<file path="config.mk">
export PLATFORM = sky130hd
export DESIGN_NAME = rom_load_ctrl_flat
export DESIGN_NICKNAME = d
export VERILOG_FILES = /design/src/rtl/rom_load_ctrl_if.sv /design/src/rtl/rom_load_ctrl.sv /design/src/flat_wrapper.sv
export SDC_FILE = /design/constraint.sdc
export NUM_CORES = 1
export LEC_CHECK = 0
export ABC_AREA = 1
export ABC_CLOCK_PERIOD_IN_PS = 3500
export BUFFER_PORTS_ARGS = -buffer_cell sky130_fd_sc_hd__buf_2
export CAP_MARGIN = 20
export CORE_AREA = 2 2 71 99
export CTS_BUF_LIST = sky130_fd_sc_hd__clkbuf_4 sky130_fd_sc_hd__clkbuf_8
export DETAILED_ROUTE_END_ITERATION = 10
export DIE_AREA = 0 0 73 101
export PLACE_DENSITY = 0.7
export SKIP_CTS_REPAIR_TIMING = 1
export SLEW_MARGIN = 20
export SYNTH_ARGS = -nofsm -noshare
export SYNTH_HDL_FRONTEND = slang
export SYNTH_SLANG_ARGS = --single-unit
</file>
<file path="constraint.sdc">
create_clock -name clk_sys -period 3.5 [get_ports clk_sys]
set_input_delay 0.175 -clock clk_sys [delete_from_list [all_inputs] [get_ports clk_sys]]
set_output_delay 0.175 -clock clk_sys [all_outputs]
set_load 0.1 [all_outputs]
</file>
<file path="src/rtl/rom_load_ctrl_if.sv">
// HPS ioctl download stream in, Omega core ROM/PROM write ports and load status out.
// The controller sits on the slave modport; the HPS side (or a bench) uses master.
interface rom_load_ctrl_if;
    logic        ioctl_download;
    logic        ioctl_wr;
    logic [24:0] ioctl_addr;
    logic [7:0]  ioctl_dout;

    logic        cpu_we;
    logic        gfx_we;
    logic        prom_we;
    logic [15:0] rom_addr;
    logic [7:0]  rom_data;
    logic        core_reset;
    logic        load_done;
    logic        load_err;
    logic [16:0] byte_count;
    logic [7:0]  checksum;

    modport master (
        output ioctl_download, ioctl_wr, ioctl_addr, ioctl_dout,
        input  cpu_we, gfx_we, prom_we, rom_addr, rom_data,
        input  core_reset, load_done, load_err, byte_count, checksum
    );

    modport slave (
        input  ioctl_download, ioctl_wr, ioctl_addr, ioctl_dout,
        output cpu_we, gfx_we, prom_we, rom_addr, rom_data,
        output core_reset, load_done, load_err, byte_count, checksum
    );
endinterface

</file>
<file path="src/rtl/rom_load_ctrl.sv">
// ROM download sequencer: decodes the ioctl stream into CPU/GFX/PROM write strobes and holds
// the core in reset until a valid image is in. Define ROM_CHECKSUM_EN to also verify EXP_SUM.
module rom_load_ctrl #(
    parameter int unsigned CPU_SIZE  = 16384,
    parameter int unsigned GFX_SIZE  = 4096,
    parameter int unsigned PROM_SIZE = 32,
    parameter int unsigned RST_HOLD  = 16
`ifdef ROM_CHECKSUM_EN
    ,
    parameter logic [7:0]  EXP_SUM   = 8'h00
`endif
) (
    input  logic           clk_sys,
    input  logic           reset,
    rom_load_ctrl_if.slave bus
);

    localparam logic [2:0] StIdle   = 3'd0;
    localparam logic [2:0] StLoad   = 3'd1;
    localparam logic [2:0] StCheck  = 3'd2;
    localparam logic [2:0] StSettle = 3'd3;
    localparam logic [2:0] StRun    = 3'd4;
    localparam logic [2:0] StError  = 3'd5;

    localparam logic [24:0] GFX_BASE  = 25'(CPU_SIZE);
    localparam logic [24:0] PROM_BASE = 25'(CPU_SIZE + GFX_SIZE);
    localparam logic [24:0] END_ADDR  = 25'(CPU_SIZE + GFX_SIZE + PROM_SIZE);
    localparam logic [15:0] GFX_OFF   = 16'(CPU_SIZE);
    localparam logic [15:0] PROM_OFF  = 16'(CPU_SIZE + GFX_SIZE);
    localparam logic [16:0] TOTAL     = 17'(CPU_SIZE + GFX_SIZE + PROM_SIZE);
    localparam int unsigned CNT_W     = (RST_HOLD > 1) ? $clog2(RST_HOLD) : 1;
    localparam logic [CNT_W-1:0] SETTLE_LAST = CNT_W'(RST_HOLD - 1);

    logic [2:0]       state_q, state_d;
    logic [CNT_W-1:0] settle_q, settle_d;
    logic [16:0]      count_q, count_d, count_base;
    logic             range_q, range_d;
    logic             cpu_we_q, gfx_we_q, prom_we_q;
    logic [15:0]      rom_addr_q;
    logic [7:0]       rom_data_q;
    logic             core_reset_q, load_done_q, load_err_q;

    logic        entry, accept;
    logic        in_cpu, in_gfx, in_prom, in_range;
    logic [15:0] offset;
    logic        image_ok;

    // A rising download request from any other state restarts the load; that cycle's write counts.
    assign entry  = bus.ioctl_download && (state_q != StLoad);
    assign accept = bus.ioctl_wr && ((state_q == StLoad) || entry);

    always_comb begin
        in_range = bus.ioctl_addr < END_ADDR;
        in_cpu   = bus.ioctl_addr < GFX_BASE;
        in_gfx   = !in_cpu && (bus.ioctl_addr < PROM_BASE);
        in_prom  = (bus.ioctl_addr >= PROM_BASE) && in_range;
        if (in_cpu) begin
            offset = bus.ioctl_addr[15:0];
        end else if (in_gfx) begin
            offset = bus.ioctl_addr[15:0] - GFX_OFF;
        end else begin
            offset = bus.ioctl_addr[15:0] - PROM_OFF;
        end
    end

    always_comb begin
        count_base = entry ? '0 : count_q;
        count_d    = count_base;
        if (accept && in_range && (count_base != '1)) begin
            count_d = count_base + 17'd1;
        end
        range_d = (entry ? 1'b0 : range_q) | (accept && !in_range);
    end

`ifdef ROM_CHECKSUM_EN
    logic [7:0] sum_q, sum_d;

    always_comb begin
        sum_d = entry ? 8'h00 : sum_q;
        if (accept && in_range) begin
            sum_d = sum_d + bus.ioctl_dout;
        end
    end

    always_ff @(posedge clk_sys) begin
        if (reset) begin
            sum_q <= 8'h00;
        end else begin
            sum_q <= sum_d;
        end
    end

    assign image_ok     = (count_q == TOTAL) && !range_q && (sum_q == EXP_SUM);
    assign bus.checksum = sum_q;
`else
    assign image_ok     = (count_q == TOTAL) && !range_q;
    assign bus.checksum = 8'h00;
`endif

    always_comb begin
        state_d  = state_q;
        settle_d = settle_q;
        if (entry) begin
            state_d = StLoad;
        end else begin
            case (state_q)
                StLoad: begin
                    if (!bus.ioctl_download) state_d = StCheck;
                end
                StCheck: begin
                    settle_d = '0;
                    state_d  = image_ok ? StSettle : StError;
                end
                StSettle: begin
                    if (settle_q == SETTLE_LAST) begin
                        state_d = StRun;
                    end else begin
                        settle_d = settle_q + 1'b1;
                    end
                end
                StIdle, StRun, StError: state_d = state_q;
                default: state_d = StIdle;
            endcase
        end
    end

    always_ff @(posedge clk_sys) begin
        if (reset) begin
            state_q      <= StIdle;
            settle_q     <= '0;
            count_q      <= '0;
            range_q      <= 1'b0;
            cpu_we_q     <= 1'b0;
            gfx_we_q     <= 1'b0;
            prom_we_q    <= 1'b0;
            rom_addr_q   <= '0;
            rom_data_q   <= '0;
            core_reset_q <= 1'b1;
            load_done_q  <= 1'b0;
            load_err_q   <= 1'b0;
        end else begin
            state_q   <= state_d;
            settle_q  <= settle_d;
            count_q   <= count_d;
            range_q   <= range_d;
            cpu_we_q  <= accept && in_cpu;
            gfx_we_q  <= accept && in_gfx;
            prom_we_q <= accept && in_prom;
            if (accept && in_range) begin
                rom_addr_q <= offset;
                rom_data_q <= bus.ioctl_dout;
            end
            // Derived from next state so the core is released exactly on RUN entry.
            core_reset_q <= (state_d != StRun);
            load_done_q  <= (state_d == StRun);
            load_err_q   <= (state_d == StError);
        end
    end

    assign bus.cpu_we     = cpu_we_q;
    assign bus.gfx_we     = gfx_we_q;
    assign bus.prom_we    = prom_we_q;
    assign bus.rom_addr   = rom_addr_q;
    assign bus.rom_data   = rom_data_q;
    assign bus.core_reset = core_reset_q;
    assign bus.load_done  = load_done_q;
    assign bus.load_err   = load_err_q;
    assign bus.byte_count = count_q;

endmodule
</file>
<file path="src/flat_wrapper.sv">
// flat-port wrapper written by rule: the top's interface ports become plain ports
module rom_load_ctrl_flat 
#(
    parameter int unsigned CPU_SIZE  = 16384,
    parameter int unsigned GFX_SIZE  = 4096,
    parameter int unsigned PROM_SIZE = 32,
    parameter int unsigned RST_HOLD  = 16

)
  (clk_sys, reset, bus_ioctl_download, bus_ioctl_wr, bus_ioctl_addr, bus_ioctl_dout, bus_cpu_we, bus_gfx_we, bus_prom_we, bus_rom_addr, bus_rom_data, bus_core_reset, bus_load_done, bus_load_err, bus_byte_count, bus_checksum);
  rom_load_ctrl_if bus_i ();
  input  logic clk_sys;
  input  logic reset;
  input wire logic [$bits(bus_i.ioctl_download)-1:0] bus_ioctl_download;
  input wire logic [$bits(bus_i.ioctl_wr)-1:0] bus_ioctl_wr;
  input wire logic [$bits(bus_i.ioctl_addr)-1:0] bus_ioctl_addr;
  input wire logic [$bits(bus_i.ioctl_dout)-1:0] bus_ioctl_dout;
  output wire logic [$bits(bus_i.cpu_we)-1:0] bus_cpu_we;
  output wire logic [$bits(bus_i.gfx_we)-1:0] bus_gfx_we;
  output wire logic [$bits(bus_i.prom_we)-1:0] bus_prom_we;
  output wire logic [$bits(bus_i.rom_addr)-1:0] bus_rom_addr;
  output wire logic [$bits(bus_i.rom_data)-1:0] bus_rom_data;
  output wire logic [$bits(bus_i.core_reset)-1:0] bus_core_reset;
  output wire logic [$bits(bus_i.load_done)-1:0] bus_load_done;
  output wire logic [$bits(bus_i.load_err)-1:0] bus_load_err;
  output wire logic [$bits(bus_i.byte_count)-1:0] bus_byte_count;
  output wire logic [$bits(bus_i.checksum)-1:0] bus_checksum;
  assign bus_i.ioctl_download = bus_ioctl_download;
  assign bus_i.ioctl_wr = bus_ioctl_wr;
  assign bus_i.ioctl_addr = bus_ioctl_addr;
  assign bus_i.ioctl_dout = bus_ioctl_dout;
  assign bus_cpu_we = bus_i.cpu_we;
  assign bus_gfx_we = bus_i.gfx_we;
  assign bus_prom_we = bus_i.prom_we;
  assign bus_rom_addr = bus_i.rom_addr;
  assign bus_rom_data = bus_i.rom_data;
  assign bus_core_reset = bus_i.core_reset;
  assign bus_load_done = bus_i.load_done;
  assign bus_load_err = bus_i.load_err;
  assign bus_byte_count = bus_i.byte_count;
  assign bus_checksum = bus_i.checksum;
  rom_load_ctrl #(.CPU_SIZE(CPU_SIZE), .GFX_SIZE(GFX_SIZE), .PROM_SIZE(PROM_SIZE), .RST_HOLD(RST_HOLD)) u_core (.clk_sys(clk_sys), .reset(reset), .bus(bus_i));
endmodule
</file>
==> results_dict.tcl <==
set metrics [dict create \
    cp-end-kind "register" \
    worst-setup-path-type "register to register" \
    h-tree-depth 2 \
    grt_pass1_vias 2632 \
    clockBufferDepth 2 \
    crit_family "simple AND/OR/NAND/NOR gates" \
    chipWidth_um 73 \
    coreArea_um2 6530 \
    finalSetupTns_ns 0 \
    yosys_warnings 0 \
    dr.pass1.iters 4 \
    yosysSeqAreaShare_pct 38.9 \
    drv_cap 0 \
    cpPeakStageDelay_ns 0.33 \
    clk_latency_ns 0.32 \
    ys_types 35 \
    syn_inst 414 \
    cts_tree "yes" \
    cp.arrival_ns 2.99 \
    cp.required_ns 3.72 \
    outcome "finished, final reports clean" \
    cts-root-buf "clkbuf_8" \
    first_iter_violations 115 \
    min_path_type "primary input to register" \
    drive_above_1_share_pct 22.5 \
    routed_wl_mm 6.74 \
    via_count 2797 \
    syn2layout_area_growth_pct 17.9 \
    crit_buf_inv 4 \
    cts_made_buffers 5 \
    crit_chain "inv_1 > nand3_2 > nand2_2 > inv_1 > nor2_1 > ha_1 > nand2_1 > inv_1 > nand3_1 > nor2_1 > nand2_1 > nor3_1 > ha_1 > inv_1 > nand4_4 > nor2_1 > a21boi_0 > nor2_1" \
    avgSynthCellArea_um2 6.83 \
    die_area_um2 7370 \
    antenna_cells 0 \
    crit_fanout 19 \
    hold_violations 0 \
    total_power_w 0.00113 \
    relSlewSlack_pct 54.1 \
    finalNetCount 536 \
    rows 35 \
    wl_per_cell_um 11.9 \
    critPathSlowestCell "dfxtp_1" \
    route.detailed.drc 0 \
    setup_viol 0 \
    ant_nets 0 \
    vias_per_cell 4.92 \
    hold_depth 3 \
    r2r_cells 18 \
    slew_viol_final 0 \
    place_congestion 0.866 \
    die_y_um 101 \
    layout_common_cells "nand2_1 (104), buf_2 (83), nor2_1 (57)" \
    path_depth 18 \
    yosys_register_bits 55 \
    leakagePower_nw 1.58 \
    finalClockSkew_ns 0.0129 \
    grt_overflow 0 \
    grt_max_degree 31 \
    nFillCells 665 \
    cts_sinks 55 \
    start_kind "register" \
    start_util_pct 43.4 \
    clkTransAtPathRegs_ns 0.11 \
    synth_area_um2 2830 \
    grtUsageTotal_pct 18.9 \
    finalCritPeriodShare_pct 79.0 \
    worst_pin_slew_ns 0.687 \
    power_density_nw_per_um2 337 \
    rsz0062_at_grt "false" \
    multi_input_area_um2 1420 \
    grt_pass1_wl_mm 11.1 \
    io_buffers 83 \
    layout_commonest_cell "nand2_1" \
    final-seq-area_um2 1100 \
    max_freq_ghz 0.362 \
    dpl.hpwl_mm 5.09 \
    ir_worst_vdd_mv 0.175 \
    antenna_found_initial 0 \
    io-pin-count 92 \
    fin_crit_ns 2.77 \
]
## final timing paths
check	startpoint	end	slack, ns
min reg2reg	u_core.bus.rom_data[5]	u_core.bus.rom_data[5]	0.46
max	u_core.state_q[1]	u_core.bus.byte_count[14]	0.73
min	bus_ioctl_dout[7]	u_core.bus.rom_data[7]	0.08
max reg2reg	u_core.state_q[1]	u_core.bus.byte_count[14]	0.73
## kinds of logic (layout without fill, tap and decap cells)
logic type / count (synthesis) / in the layout / synth area share (%)
AO/OA/AOI/OAI: 58 / 58 / 11.6
XOR/XNOR: 5 / 5 / 1.55
adder cells (fa/ha/maj): 6 / 6 / 2.65
buffers and inverters: 73 / 146 / 11.9
flip-flops: 55 / 55 / 38.9
other: 1 / 8 / 0.133
AND/OR/NAND/NOR: 216 / 216 / 33.3
## final cells by class
type                       count  area share [%]
multi-input combinational    293            42.5
timing repair buffer          85            12.9
sequential                    55            33.0
inverter                      53            5.96
clock buffer                   5            2.06
clock inverter                 3           0.750
tap                           74            2.78
## tightest hold or removal path, cell delays in order
cell	delay, ns
buf_2	0.09
nand2_1	0.05
a21oi_1	0.05
## layer usage
layer,vias to the layer above,track usage [%],share of wire (%)
met5,-,0,0
met4,0,9.54,2.7
met3,14,2.80,4.4
met2,83,34.3,51
met1,1241,20.8,41
li1,1459,-,-
## cells in the mapped netlist, drive strengths merged
cell,count,area (um2)
a31oi,1,6.26
a21boi,1,7.51
xor2,4,35.0
o21ai,13,68.8
dfxtp,55,1100
ha,6,75.1
nand2,105,397
nor2,63,252
nor3,10,55.1
a21oi,36,184
a211oi,2,15.0
a32o,1,10.0
o211a,1,10.0
nand4,8,65.1
conb,1,3.75
clkbuf,4,15.0
o211ai,1,7.51
inv,53,199
o21bai,1,11.3
nand3b,1,11.3
o21a,1,7.51
xnor2,1,8.76
buf,16,121
nor4,2,12.5
nand3,27,150
## flip-flops by register name, indices dropped and copies added (netlist names)
| name | cells |
|---|---|
| u_core.bus.load_done | 1 |
| u_core.state_q | 3 |
| u_core.bus.byte_count | 17 |
| u_core.range_q | 1 |
| u_core.bus.load_err | 1 |
| u_core.bus.prom_we | 1 |
| u_core.bus.gfx_we | 1 |
| u_core.settle_q | 4 |
| u_core.bus.rom_data | 8 |
| u_core.bus.rom_addr | 16 |
| u_core.bus.cpu_we | 1 |
| u_core.bus.core_reset | 1 |
## where the power goes
group          switching, W  internal [W]  leakage, nW  total, W
Sequential       0.00000227      0.000628        0.443  0.000630
Combinational     0.0000879     0.0000303         1.09  0.000118
Clock              0.000230      0.000147       0.0452  0.000377
Total              0.000321      0.000805         1.58   0.00113
## through the flow
step           cells  setup WS, ns  hold slack, ns  cell area [um2]  utilization, %
6_report         568         0.735          0.0805             3340            51.1
5_1_grt          568         0.531          0.0843             3340            51.1
4_1_cts          568         0.757          0.0786             3340            51.1
3_5_place_dp     560         0.771           0.430             3240            49.7
3_3_place_gp     560         0.875           0.427             3240            49.7
2_1_floorplan    421         0.509           0.313             2860               -
No activity file was read; power rests on OpenSTA's default activity.
